<file path="config.mk">
export PLATFORM = sky130hd
export DESIGN_NAME = posit_round_encode
export DESIGN_NICKNAME = d
export VERILOG_FILES = /design/src/rtl/posit_defines.sv /design/src/rtl/posit_round_nearest_even.sv /design/src/rtl/posit_round_encode.sv
export SDC_FILE = /design/constraint.sdc
export NUM_CORES = 1
export LEC_CHECK = 0
export CAP_MARGIN = 40
export CORE_ASPECT_RATIO = 1.1
export CORE_MARGIN = 1
export CORE_UTILIZATION = 41
export DETAILED_ROUTE_END_ITERATION = 10
export SLEW_MARGIN = 15
export SYNTH_ARGS = -nofsm -noshare
export SYNTH_HDL_FRONTEND = slang
export SYNTH_SLANG_ARGS = --single-unit
</file>
<file path="constraint.sdc">
create_clock -name clk -period 4.1 [get_ports clk]
set_input_delay 0.82 -clock clk [delete_from_list [all_inputs] [get_ports clk]]
set_output_delay 0.82 -clock clk [all_outputs]
set_load 0.005 [all_outputs]
</file>
<file path="src/rtl/posit_defines.sv">
// Shared posit sizing helpers and descriptor-type enum used across the posit datapath.
package posit_defines;

  typedef enum logic [1:0] {NORMAL, AADD, AMULT, ADIV} PD_TYPE;

  function automatic int get_max_scale(input int n, input int es);
    return (n - 2) << es;
  endfunction

  // Signed width covering +/-max scale, with headroom for arithmetic producers.
  function automatic int get_scale_width(input int n, input int es, input PD_TYPE t);
    int w;
    w = $clog2(get_max_scale(n, es) + 1) + 1;
    case (t)
      AADD:    w = w + 1;
      AMULT:   w = w + 1;
      ADIV:    w = w + 2;
      default: w = w;
    endcase
    return w;
  endfunction

  function automatic int get_fraction_width(input int n, input int es, input PD_TYPE t);
    int w;
    w = n - 3 - es;
    if (w < 1) w = 1;
    case (t)
      AMULT:   w = 2 * w + 2;
      default: w = w;
    endcase
    return w;
  endfunction

  function automatic logic [63:0] get_nar(input int n);
    return 64'd1 << (n - 1);
  endfunction

endpackage

</file>
<file path="src/rtl/posit_round_nearest_even.sv">
// Round-to-nearest-even on the magnitude field, saturating to [minpos, maxpos].
module posit_round_nearest_even
  import posit_defines::*;
#(
  parameter int WIDTH = 7
) (
  input  logic [WIDTH-1:0] kept,
  input  logic             round_bit,
  input  logic             sticky,
  output logic [WIDTH-1:0] rounded
);

  logic up;

  always_comb begin
    up      = round_bit & (sticky | kept[0]);
    rounded = kept;
    // All-ones magnitude is maxpos; incrementing would wrap into NaR.
    if (up && (kept != '1)) rounded = kept + WIDTH'(1);
    if (rounded == '0) rounded = WIDTH'(1);
  end

endmodule

</file>
<file path="src/rtl/posit_round_encode.sv">
// Two-stage posit encoder: S1 packs regime/exponent/fraction, S2 rounds and applies sign.
// Optional out_flags {saturated, inexact} port under macro POSIT_ENCODE_FLAGS_EN.
module posit_round_encode
  import posit_defines::*;
#(
  parameter int POSIT_WIDTH = 8,
  parameter int POSIT_ES    = 1
) (
  input  logic                                                   clk,
  input  logic                                                   rst_n,
  input  logic                                                   in_valid,
  output logic                                                   in_ready,
  input  logic                                                   in_sign,
  input  logic                                                   in_zero,
  input  logic                                                   in_nar,
  input  logic [get_scale_width(POSIT_WIDTH, POSIT_ES, AADD)-1:0]      in_scale,
  input  logic [get_fraction_width(POSIT_WIDTH, POSIT_ES, NORMAL)-1:0] in_fraction,
  input  logic                                                   in_guard,
  input  logic                                                   in_round,
  input  logic                                                   in_sticky,
  output logic                                                   out_valid,
  input  logic                                                   out_ready,
  output logic [POSIT_WIDTH-1:0]                                 out_posit
`ifdef POSIT_ENCODE_FLAGS_EN
  ,
  output logic [1:0]                                             out_flags
`endif
);

  localparam int N         = POSIT_WIDTH;
  localparam int ES        = POSIT_ES;
  localparam int SW        = get_scale_width(N, ES, AADD);
  localparam int FW        = get_fraction_width(N, ES, NORMAL);
  localparam int TW        = ES + FW + 3;
  localparam int LW        = N + TW;
  localparam int MAX_SCALE = get_max_scale(N, ES);
  localparam logic [63:0]  NAR_W = get_nar(N);
  localparam logic [N-1:0] NAR   = NAR_W[N-1:0];

  logic s1_valid, s2_valid, s1_advance, in_fire;
  logic s1_sign, s1_zero, s1_nar;
  logic [LW-1:0] s1_str;

  logic signed [SW-1:0] scale_c, k_c;
  logic [ES-1:0]        exp_c;
  logic                 sat_c;
  logic [TW-1:0]        tail_c;
  logic signed [LW-1:0] base_c;
  logic [SW-1:0]        shamt_c;
  logic [LW-1:0]        str_c;

  assign s1_advance = s1_valid & (~s2_valid | out_ready);
  assign in_ready   = ~s1_valid | s1_advance;
  assign in_fire    = in_valid & in_ready;
  assign out_valid  = s2_valid;

  always_comb begin
    sat_c   = 1'b0;
    scale_c = in_scale;
    if (int'($signed(in_scale)) > MAX_SCALE) begin
      sat_c   = 1'b1;
      scale_c = SW'(MAX_SCALE);
    end else if (int'($signed(in_scale)) < -MAX_SCALE) begin
      sat_c   = 1'b1;
      scale_c = SW'(-MAX_SCALE);
    end
    k_c    = scale_c >>> ES;
    exp_c  = scale_c[ES-1:0];
    tail_c = sat_c ? {exp_c, {(FW + 3){1'b0}}}
                   : {exp_c, in_fraction, in_guard, in_round, in_sticky};
    // Seed "10" (k>=0) or "01" (k<0); arithmetic shift replicates the seed MSB
    // to form k+1 ones or -k zeros ahead of the terminator.
    base_c  = {(k_c[SW-1] ? 2'b01 : 2'b10), tail_c, {(N - 2){1'b0}}};
    shamt_c = k_c[SW-1] ? ~k_c : k_c;
    str_c   = base_c >>> shamt_c;
  end

  logic [N-2:0] kept, rounded;
  logic         rnd, stk;
  logic [N-1:0] word_c;

  assign kept = s1_str[LW-1 -: N-1];
  assign rnd  = s1_str[LW-N];
  assign stk  = |s1_str[LW-N-1:0];

  posit_round_nearest_even #(.WIDTH(N - 1)) u_rne (
    .kept      (kept),
    .round_bit (rnd),
    .sticky    (stk),
    .rounded   (rounded)
  );

  always_comb begin
    word_c = {1'b0, rounded};
    if (s1_sign) word_c = -word_c;
    if (s1_nar)       word_c = NAR;
    else if (s1_zero) word_c = '0;
  end

  always_ff @(posedge clk) begin
    if (!rst_n) begin
      s1_valid  <= 1'b0;
      s2_valid  <= 1'b0;
      s1_str    <= '0;
      s1_sign   <= 1'b0;
      s1_zero   <= 1'b0;
      s1_nar    <= 1'b0;
      out_posit <= '0;
    end else begin
      if (in_fire) begin
        s1_valid <= 1'b1;
        s1_str   <= str_c;
        s1_sign  <= in_sign;
        s1_zero  <= in_zero;
        s1_nar   <= in_nar;
      end else if (s1_advance) begin
        s1_valid <= 1'b0;
      end
      if (s1_advance) begin
        s2_valid  <= 1'b1;
        out_posit <= word_c;
      end else if (out_ready) begin
        s2_valid <= 1'b0;
      end
    end
  end

`ifdef POSIT_ENCODE_FLAGS_EN
  logic s1_sat;

  always_ff @(posedge clk) begin
    if (!rst_n) begin
      s1_sat    <= 1'b0;
      out_flags <= '0;
    end else begin
      if (in_fire) s1_sat <= sat_c;
      if (s1_advance) out_flags <= {s1_sat, rnd | stk | s1_sat};
    end
  end
`endif

endmodule

</file>
==> impl_metrics.json <==
{
  "report.final.hold_viol_count": 0,
  "clk-insertion-delay-late_ns": 0.27,
  "setup_violations": 0,
  "crit_path_start_kind": "primary input",
  "fin_crit_sh_pct": 82.7,
  "yosys.area.top_type": "dfxtp_1",
  "drtPass1Iterations": 4,
  "synth_cell_types": 70,
  "reg2reg_from": "s1_str[9]",
  "r2r_cells": 12,
  "cts_buffers": 5,
  "cp-end-kind": "flop",
  "grt_pass1_vias": 2348,
  "fmax_mhz": 295,
  "syn_avg_cell_area_sq_um": 7.68,
  "drv_cap": 0,
  "post_cts_buffers": 0,
  "synth_area_leaders": "dfxtp_1 24%, nand2_1 5.2%, o21ai_0 4.7%",
  "crit_required_ns": 4.25,
  "synth_edf_count": 0,
  "grt-ovfl-total": 0,
  "pin_count": 30,
  "postSynthCellCount": 319,
  "final_util_pct": 50.6,
  "n_fill_cell": 575,
  "die_y_um": 83.1,
  "vias": 2481,
  "wl_per_cell_um": 15.1,
  "cts_tree": "built",
  "ff2ff_setup_slack_ns": 1.30,
  "slew_headroom_pct": 60.1,
  "gp_congestion": 0.893,
  "chipWidth_um": 75.7,
  "tightest_slew_ns": 0.598,
  "cts.clk_slew.worst_paths_ns": 0.06,
  "hp-start": "out_posit[5]",
  "area_delta_synth_final_pct": 19.2,
  "root_buffer": "clkbuf_8",
  "totalWireLength_um": 6380,
  "syn_nets": 342,
  "first_iter_violations": 110,
  "diodes": 0,
  "critical_path_arrival_ns": 3.54,
  "coreArea_sq_um": 5770,
  "drive_gt1_share_pct": 11.9,
  "place.detailed.hpwl_um": 4890,
  "grt_pass1_wl_um": 10800,
  "seq_area_frac_synth_pct": 23.7,
  "final.setup.tns_ns": 0,
  "die-area_sq_um": 6290,
  "cellPowerDensity_nw_per_um2": 296,
  "ys_async_sr_fraction_pct": 0,
  "multi_input_area_sq_um": 1750,
  "grt_start_max_net_pins": 26,
  "status": "completed",
  "start_util_pct": 42.4,
  "cp-startpoint": "in_scale[5]",
  "rsz0062_at_grt": "false",
  "yosys.area.top_type_share_pct": 23.7,
  "hold_depth": 2,
  "cts.sinks": 29,
  "viasPerCell": 5.88,
  "antenna_found_initial": 0,
  "grt_usage_pct": 21.7,
  "hold_buffers": 0,
  "port_buffers": 29,
  "clockBufferDepth": 2,
  "drc_errors": 0,
  "finClkSkew_ns": 0.00742,
  "ys_warn_count": 0,
  "regArea_sq_um": 581,
  "drv_slew": 0,
  "hp-class": "flop to flop",
  "worst_r2r_endpoint": "out_posit[2]",
  "cts_resized": 0,
  "path_class": "primary input to flop",
  "ys_seq_elements": 29,
  "critPathMaxFanout": 19,
  "synth_area_sq_um": 2450,
  "rows": 29,
  "ir_drop_uv": 132,
  "p_leak_nw": 1.05,
  "hold_end": "out_posit[5]",
  "period_needed_ns": 3.39,
  "ys.flop_type": "dfxtp_1",
  "htree_levels": 2,
  "ant_nets": 0,
  "finalNetCount": 368
}
final cells by class:
type                            count  area share, %
Multi-Input combinational cell    263           59.9
Inverter                            5          0.643
Tap cell                           77           3.30
Timing Repair Buffer               41           13.3
Sequential cell                    29           19.9
Clock buffer                        7           2.96
worst max path at each step:
stage	slack [ns]	cells past startpoint	to
floorplan	0.67	11	s1_str[6]
global placement	0.44	9	s1_str[0]
detailed placement	0.42	10	s1_str[6]
CTS	0.71	10	s1_str[6]
global route	0.46	10	s1_str[4]
finish	0.71	11	s1_str[1]
stage by stage:
step | area [sq um] | std cells | power [W] | hold WS [ns] | worst slack [ns]
after floorplan | 2450 | 319 | 0.000542 | 0.447 | 0.669
after global placement | 2820 | 414 | 0.000632 | 0.440 | 0.438
after detailed placement | 2830 | 415 | 0.000635 | 0.450 | 0.424
after CTS | 2920 | 422 | 0.000872 | 0.459 | 0.710
after global routing | 2920 | 422 | 0.000924 | 0.493 | 0.464
final | 2920 | 422 | 0.000864 | 0.455 | 0.710
state kept, by name, summed over array words and instances, names as in the netlist:
name and cells:
s1_str 16, out_posit 8, out_valid 1, s1_nar 1
s1_sign 1, s1_valid 1, s1_zero 1
Yosys cell counts (3+ instances only):
cell	count
a22oi_1	5
o221a_2	3
nor2b_1	10
o21a_1	3
o21ai_1	11
mux2i_1	8
o211ai_1	3
a31oi_1	8
and3_1	3
or3_1	4
ha_1	3
o31ai_1	5
dfxtp_1	29
clkbuf_1	12
nand3_1	12
o21ai_0	23
nand2b_1	9
a21oi_1	22
nor3b_1	4
nand2_1	34
nand4_1	3
nand3b_1	5
mux2_2	4
buf_2	6
xnor2_1	5
nor2_1	15
nor3_1	7
inv_1	5
a21o_1	3
a21boi_0	5
routing by layer:
metal / up-vias / share of wire [%] / GRT usage, %
met5: - / 0 / 0
met4: 0 / 3.2 / 9.76
met1: 1148 / 43 / 26.2
met2: 70 / 50 / 37.0
li1: 1245 / - / -
met3: 18 / 3.4 / 3.16
cells by family (layout without fill, tap and decap cells):
logic type | count (synthesis) | after routing | share of synthesized area, %
AO/OA/AOI/OAI | 113 | 113 | 30.3
XOR/XNOR | 9 | 9 | 3.83
adder cells (fa/ha/maj) | 3 | 3 | 1.53
buffers and inverters | 27 | 53 | 5.06
flip-flops | 29 | 29 | 23.7
multiplexers | 17 | 17 | 8.43
AND/OR/NAND/NOR | 121 | 121 | 27.2
power breakdown:
part | switching, W | leakage [nW] | internal (W)
registers | 0.0000209 | 0.239 | 0.000303
clock network | 0.0000999 | 0.0443 | 0.000133
logic | 0.000168 | 0.769 | 0.000140
cells in the final DEF, fill, tap and decap left out, types with 8 or more instances in the layout:
master	count
o21ai_1	11
buf_4	11
clkdlybuf4s50_1	29
mux2i_1	8
a31oi_1	8
nor2b_1	10
dfxtp_1	29
nand3_1	12
a21oi_1	21
nand2_1	34
nand2b_1	9
nor2_1	15
o21ai_0	23
worst max-delay path: stages:
cell             delay (ns)
clkdlybuf4s50_1        0.58
inv_1                  0.13
ha_1                   0.32
buf_4                  0.20
nor2_1                 0.28
a22oi_1                0.19
nand4b_1               0.16
nor3_1                 0.06
or3_1                  0.36
o21ai_0                0.30
a31oi_1                0.12
No activity file was read; power rests on OpenSTA's default activity.
